<file path="src/rtl/mem_bus_pkg.sv">
// Shared constants for the MemoryUnit bus arbiter: bus widths, master ids,
// FSM state encoding and a small one-hot helper.
package mem_bus_pkg;

    localparam int ADDR_W_DEF = 27;
    localparam int DATA_W_DEF = 32;

    localparam logic M_CPU = 1'b0;
    localparam logic M_DMA = 1'b1;

    typedef logic [2:0] state_t;

    localparam state_t S_IDLE      = 3'd0;
    localparam state_t S_ISSUE     = 3'd1;
    localparam state_t S_WAIT_BUSY = 3'd2;
    localparam state_t S_WAIT_DONE = 3'd3;
    localparam state_t S_COMPLETE  = 3'd4;

    function automatic logic [1:0] onehot2(input logic idx);
        return (idx == M_DMA) ? 2'b10 : 2'b01;
    endfunction

endpackage

</file>
<file path="src/rtl/mem_bus_arbiter_rr_select2.sv">
// Two-way round-robin pick: masked requesters are ignored, and on a tie the
// master that was not served last wins.
module rr_select2
    import mem_bus_pkg::*;
(
    input  logic [1:0] req,
    input  logic [1:0] mask,
    input  logic       last,
    output logic       valid,
    output logic       winner
);

    logic [1:0] elig;

    always_comb begin
        elig   = req & ~mask;
        valid  = |elig;
        winner = M_CPU;
        case (elig)
            2'b01:   winner = M_CPU;
            2'b10:   winner = M_DMA;
            2'b11:   winner = ~last;
            default: winner = M_CPU;
        endcase
    end

endmodule

</file>
<file path="src/rtl/mem_bus_arbiter.sv">
// Shares the MemoryUnit CPU bus between the CPU (m0) and the DMA engine (m1),
// sequencing each grant through the start/busy handshake and returning q.
module mem_bus_arbiter
    import mem_bus_pkg::*;
#(
    parameter int ADDR_W = ADDR_W_DEF,
    parameter int DATA_W = DATA_W_DEF
) (
    input  logic              clk,
    input  logic              nreset,
    input  logic [ADDR_W-1:0] m0_address,
    input  logic [DATA_W-1:0] m0_data,
    input  logic              m0_we,
    input  logic              m0_start,
    output logic              m0_busy,
    output logic              m0_done,
    output logic [DATA_W-1:0] m0_q,
    input  logic [ADDR_W-1:0] m1_address,
    input  logic [DATA_W-1:0] m1_data,
    input  logic              m1_we,
    input  logic              m1_start,
    output logic              m1_busy,
    output logic              m1_done,
    output logic [DATA_W-1:0] m1_q,
    output logic [ADDR_W-1:0] mu_address,
    output logic [DATA_W-1:0] mu_data,
    output logic              mu_we,
    output logic              mu_start,
    input  logic              mu_busy,
    input  logic [DATA_W-1:0] mu_q,
    input  logic              mu_init_done,
    output logic              grant
);

    state_t     state;
    logic       last;
    logic       first_idle;
    logic [1:0] sel_mask;
    logic       sel_valid;
    logic       sel_winner;
    logic       active;

    // The just-served master sits out one IDLE cycle so it can drop start
    // after done without being granted a phantom repeat.
    assign sel_mask = first_idle ? onehot2(last) : 2'b00;

    rr_select2 u_sel (
        .req    ({m1_start, m0_start}),
        .mask   (sel_mask),
        .last   (last),
        .valid  (sel_valid),
        .winner (sel_winner)
    );

    always_ff @(posedge clk or negedge nreset) begin
        if (!nreset) begin
            state      <= S_IDLE;
            last       <= M_DMA;
            grant      <= M_CPU;
            first_idle <= 1'b0;
            mu_address <= '0;
            mu_data    <= '0;
            mu_we      <= 1'b0;
            m0_q       <= '0;
            m1_q       <= '0;
        end else begin
            case (state)
                S_IDLE: begin
                    first_idle <= 1'b0;
                    if (mu_init_done && sel_valid) begin
                        grant      <= sel_winner;
                        mu_address <= (sel_winner == M_DMA) ? m1_address : m0_address;
                        mu_data    <= (sel_winner == M_DMA) ? m1_data    : m0_data;
                        mu_we      <= (sel_winner == M_DMA) ? m1_we      : m0_we;
                        state      <= S_ISSUE;
                    end
                end
                S_ISSUE: state <= S_WAIT_BUSY;
                S_WAIT_BUSY: begin
                    if (mu_busy) state <= S_WAIT_DONE;
                end
                S_WAIT_DONE: begin
                    // q is captured on writes too; the owner simply ignores it.
                    if (!mu_busy) begin
                        if (grant == M_DMA) m1_q <= mu_q;
                        else                m0_q <= mu_q;
                        state <= S_COMPLETE;
                    end
                end
                S_COMPLETE: begin
                    last       <= grant;
                    first_idle <= 1'b1;
                    state      <= S_IDLE;
                end
                default: state <= S_IDLE;
            endcase
        end
    end

    assign active   = (state == S_ISSUE) || (state == S_WAIT_BUSY) || (state == S_WAIT_DONE);
    assign mu_start = (state == S_ISSUE);
    assign m0_busy  = active && (grant == M_CPU);
    assign m1_busy  = active && (grant == M_DMA);
    assign m0_done  = (state == S_COMPLETE) && (grant == M_CPU);
    assign m1_done  = (state == S_COMPLETE) && (grant == M_DMA);

endmodule

</file>
<file path="config.mk">
export PLATFORM = sky130hd
export DESIGN_NAME = mem_bus_arbiter
export DESIGN_NICKNAME = d
export VERILOG_FILES = /design/src/rtl/mem_bus_pkg.sv /design/src/rtl/mem_bus_arbiter_rr_select2.sv /design/src/rtl/mem_bus_arbiter.sv
export SDC_FILE = /design/constraint.sdc
export NUM_CORES = 1
export LEC_CHECK = 0
export CAP_MARGIN = 25
export CORE_MARGIN = 2
export CORE_UTILIZATION = 41
export CTS_CLUSTER_DIAMETER = 30
export DETAILED_ROUTE_END_ITERATION = 7
export GPL_TIMING_DRIVEN = 0
export MAX_ROUTING_LAYER = met4
export PLACE_DENSITY_LB_ADDON = 0.2
export SYNTH_ARGS = -nofsm -noshare
export SYNTH_HDL_FRONTEND = slang
export SYNTH_SLANG_ARGS = --single-unit
</file>
<file path="constraint.sdc">
create_clock -name clk -period 2.6 [get_ports clk]
set_clock_uncertainty 0.2 [all_clocks]
set_input_delay 0.52 -clock clk [delete_from_list [all_inputs] [get_ports clk]]
set_output_delay 0.52 -clock clk [all_outputs]
set_load 0.01 [all_outputs]
</file>
After elaboration in Yosys (flattened, before gate mapping). Index checks and enable logic that the tools add are counted. Widths: inputs -> output; s select.

Register bits after elaboration: 130. Latch bits: 0. Bits in writable memories: 0. Bits in read-only memories: 0. Output and inout port bits: 130. Word-level logic and storage cells: 48. Memories kept: 0.

Add/sub/neg operators: 0. Multipliers: 0. Div/mod/pow operators: 0. Magnitude comparators: 0. Eq/ne operators: 9. Shift-type cells: 0. Multiplexer cells: 11. Bitwise gates (word level): 5. Reduce and logical (&&, ||, !) cells: 14.

Operator list (number): $mux 32 (1); $mux 27 (1); $pmux 3 s4 (1); $mux 3 (3); $reduce_and 3->1 (3); $eq 3x2->1 const B (2); $ne 2x2->1 const B (3); $logic_and 1x1->1 (5); $eq 2x2->1 const B (2); $mux 2 (2); $pmux 1 s2 (2); $eq 3x1->1 const B (1); $eq 3x3->1 const B (1); $logic_not 3->1 (1); $not 1->1 (3); $and 2x2->2 (1); $logic_or 1x1->1 (2); $not 2->2 (1); $reduce_and 2->1 (1); $reduce_bool 2->1 (1); $reduce_or 2->1 (1); $mux 1 (1).

Depth between registers and ports, before layout.
Depth in word-level cells: 8. Mapped depth: 6.

Cells and area by module. A second synthesis with hierarchy kept.

Cell total of the unflattened synthesis: 362. Area total of the unflattened synthesis: 5849.4 um2.

By module, submodules not included: mem_bus_arbiter (times used 1, cells each 357, area an instance 5810.6 um2, seq. area each 3254.4 um2); rr_select2 (times used 1, cells each 5, area an instance 38.8 um2, seq. area each 0.0 um2).

Worst setup path after synthesis. Ideal clock, no wire load.

Path kind: in2reg. From: input m1_start. To: register mu_address[17]. Arrival: 1913 ps. Required time: 2275 ps. Path slack: 362 ps. Cell stages on the path: 5. Buffers on the path: 2. Cells stage by stage: buf_4 -> mux2i_1 -> a2111oi_4 -> buf_6 -> mux2_2.

Longest elaborated chain between the ends: 4. Elaborated cells between the ends (all ways): 8. Classes of those cells: 2 x eq/ne; 2 x mux; 1 x bitwise; 3 x reduce/logical.

RTL lines: start: declaration (line mem_bus_arbiter.sv:21) `input logic m1_start,`; $and 2x2->2 * (line mem_bus_arbiter_rr_select2.sv:16) `elig = req & ~mask;`; $eq 2x2->1 / $reduce_or 2->1 (equally long branches) (line mem_bus_arbiter_rr_select2.sv:19, mem_bus_arbiter_rr_select2.sv:17); $pmux 1 s2 / $logic_and 1x1->1 (equally long branches) (line mem_bus_arbiter_rr_select2.sv:19, mem_bus_arbiter.sv:70); $mux 27 / $reduce_and 2->1 (equally long branches); end signal: assignment (line mem_bus_arbiter.sv:72) `mu_address <= (sel_winner == M_DMA) ? m1_address : m0_address;`; end: declaration (line mem_bus_arbiter.sv:25) `output logic [ADDR_W-1:0] mu_address,`.

Mark *: on every way between the ends. The rest lies on a longest branch, timed or not. A chain may end at the register's enable or synchronous reset.

Worst setup path after layout.
From: register state[0]. To: output m0_done.

Longest elaborated chain between the ends: 2.

RTL lines: start: declaration (line mem_bus_arbiter.sv:35) `state_t state;`; start signal: assignment (line mem_bus_arbiter.sv:57) `state <= S_IDLE;`; start signal: assignment (line mem_bus_arbiter.sv:75) `state <= S_ISSUE;`; start signal: assignment (line mem_bus_arbiter.sv:78) `S_ISSUE: state <= S_WAIT_BUSY;`; $eq 3x3->1 (line mem_bus_arbiter.sv:104) `assign m0_done = (state == S_COMPLETE) && (grant == M_CPU);`; $logic_and 1x1->1 (line mem_bus_arbiter.sv:104); end: declaration (line mem_bus_arbiter.sv:16) `output logic m0_done,`.

Every way passes these cells.

==> results.yml <==
worst_setup_path:
  cp-startpoint: "state[0]"
  crit_required_ns: 1.88
  crit_chain: "nor2_4 > nand2_1 > nor2_1 > clkdlybuf4s50_1"
  r2r_start: "state[2]"
  reg2reg_depth: 6
  cp-end-kind: "primary output"
  rrSetupSlack_ns: 0.42
  cpMaxStageDelayCell: "clkdlybuf4s50_1"
  worstSetupPathType: "flip-flop to primary output"
  arrival_ns: 1.76
  max_stage_delay_ns: 0.55
  startpoint_type: "flip-flop"
  r2r-end: "m0_q[31]"
  crit_fanout: 5
floorplanning:
  die_h_microns: 125
  core_sq_mm: 0.0145
  initial_core_util: 0.417
  row_count: 44
  io_pins: 288
  die-area_sq_mm: 0.0157
  dieWidth_microns: 125
synthesis:
  synth_edf_count: 0
  yosysMostFrequentCell: "dfrtp_1"
  syn_area_sq_mm: 0.00603
  syn_nets: 602
  async_flop_share: 1.00
  synth_top_cell_by_area: "dfrtp_1"
  synth_flop_cell: "dfrtp_1"
  seq_area_frac_synth: 0.539
  yosysTopAreaCellShare: 0.535
  synthCells: 444
  syn_avg_cell_area_sq_um: 13.6
  yosys_warnings: 0
  netlist_top_cells_count: "129 x dfrtp_1, 117 x mux2_2, 61 x and2_1"
  ys_types: 27
  ys_ff_latch: 130
  synthTopCellsByArea: "dfrtp_1 53%, mux2_2 22%, a32o_1 10%"
clock_tree:
  cts_max_level: 4
  cts_tree: "yes"
  clk_pin_slew_ns: 0.06
  cts_buffers: 17
  cts_max_path_buffers: 2
  cts_sinks: 130
  clk_latency_ns: 0.41
  root_buffer: "clkbuf_16"
global_routing:
  grt_max_degree: 92
  grt_pass1_vias: 5485
  grt_use_total: 0.237
  gr-total-overflow: 0
  antenna_found_initial: 0
  grt_pass1_wl_mm: 28.3
hold_path:
  hp-start: "mu_data[5]"
  min_to: "mu_data[5]"
  hp-class: "flip-flop to flip-flop"
  holdPathStages: 1
status:
  status: "finished clean"
timing:
  slew_headroom: 0.590
  tightest_slew_ns: 0.611
  fin_tns_setup_ns: 0
  min_period_over_period: 0.955
  finalMaxSlewViolations: 0
  fmax_mhz: 403
  rsz0062_at_grt: "no"
  final_hold_viol_count: 0
  setup_viol_count_final: 0
  fin_crit_ns: 2.48
detailed_routing:
  vias: 4952
  drtPass1Iterations: 4
  viasPerCell: 5.22
  drc: 0
  drtAntennaViolNets: 0
  drt_iter0_drc: 141
  routed_wirelength_mm: 17.9
  avgRoutedWirePerCell_microns: 18.9
placement:
  place_inst: 916
  place_hpwl_mm: 13.6
  gp_congestion: 0.894
  io_buffers: 287
run:
  maxCapViolations: 0
layout:
  num-nets-final: 911
  instances_no_fill: 949
  diodes: 0
  synthToLayoutAreaGrowth_pct: 62.4
  drive_gt1_frac: 0.229
pwr:
  vdd_drop_max_mv: 0.670
  p_leak_nw: 4.01
  cellPowerDensity_mw_per_mm2: 1110
-- layout make-up --
type                            instances  area [sq um]
Fill cell                            1069          4680
Sequential cell                       130          3250
Timing Repair Buffer                  290          2930
Multi-Input combinational cell        272          2560
Clock buffer                           20           467
Tap cell                              184           230
Buffer                                 41           219
Clock inverter                         11           130
Inverter                                1          3.75
-- worst max-delay path: cells and delay by family (launching register included) --
family	cells	cell delay, ns
flops	1	0.43
simple gates	3	0.38
buf+inv	1	0.55
-- routing by layer --
layer,vias up,global-route usage,wire (microns)
li1,2269,-,-
met1,2441,0.253,6900
met5,-,-,0
met3,28,0.0792,1530
met4,0,0.0850,380
met2,214,0.412,9110
-- timing repair --
item                                   CTS  global route
pin swaps                                1             0
hold buffers                             1             0
buffers inserted                         1             0
endpoints found under the hold margin   39             0
setup endpoints to repair               61             2
gates resized for setup                  1             1
-- registers in the layout (all words and copies together) (netlist names) --
name,cells
m0_q,32
m1_q,32
mu_data,32
mu_address,27
state,3
first_idle,1
grant,1
last,1
mu_we,1
-- per-stage QoR --
step / hold slack (ns) / utilization / total power [mW] / setup slack (ns) / area (sq um)
floorplan: 0.0244 / - / 5.73 / 0.362 / 6030
global placement: 0.268 / 0.631 / 8.38 / -4.23 / 9140
detailed placement: 0.254 / 0.633 / 8.54 / -0.493 / 9170
CTS: 0.291 / 0.677 / 11.0 / 0.0396 / 9800
global route: 0.308 / 0.677 / 11.5 / 0.00489 / 9800
finish: 0.294 / 0.677 / 10.9 / 0.118 / 9800
-- worst max path at each step --
stage / end / slack [ns] / cells after the start
6_report: m0_done / 0.12 / 4
5_1_grt: m0_done / 0.005 / 4
4_1_cts: m0_done / 0.04 / 4
3_5_place_dp: mu_address[1] / -0.49 / 6
3_3_place_gp: m0_q[28] / -4.23 / 1
2_1_floorplan: mu_address[17] / 0.36 / 5
-- cells by family (layout without fill, tap and decap cells) --
| logic type | after synthesis | in the layout | share of synthesized area |
|---|---|---|---|
| and+or+nand+nor | 80 | 80 | 0.0798 |
| muxes | 126 | 126 | 0.235 |
| buffers and inverters | 42 | 363 | 0.0369 |
| DFF | 130 | 130 | 0.539 |
| AOI/OAI and AO/OA | 66 | 66 | 0.109 |
-- where the power goes --
group / internal, mW / leakage [nW] / switching, mW
Sequential: 3.03 / 1.59 / 0.543
Clock: 1.49 / 0.281 / 0.888
Combinational: 3.03 / 2.15 / 1.91
Total: 7.54 / 4.01 / 3.34
-- layout by cell type, fill, tap and decap left out, types with 2 or more instances in the layout --
| cell type | instances |
|---|---|
| nand2_1 | 7 |
| clkbuf_8 | 3 |
| clkinv_4 | 3 |
| nor3_1 | 3 |
| and2_1 | 61 |
| clkinvlp_4 | 4 |
| buf_2 | 13 |
| mux2_1 | 7 |
| bufinv_16 | 2 |
| clkbuf_16 | 17 |
| mux2_2 | 117 |
| nor2_1 | 2 |
| a32o_1 | 60 |
| clkdlybuf4s50_1 | 286 |
| buf_6 | 7 |
| clkbuf_1 | 21 |
| dfrtp_1 | 129 |
| mux2i_1 | 2 |
Note: power is estimated with default switching activity, not from simulation.
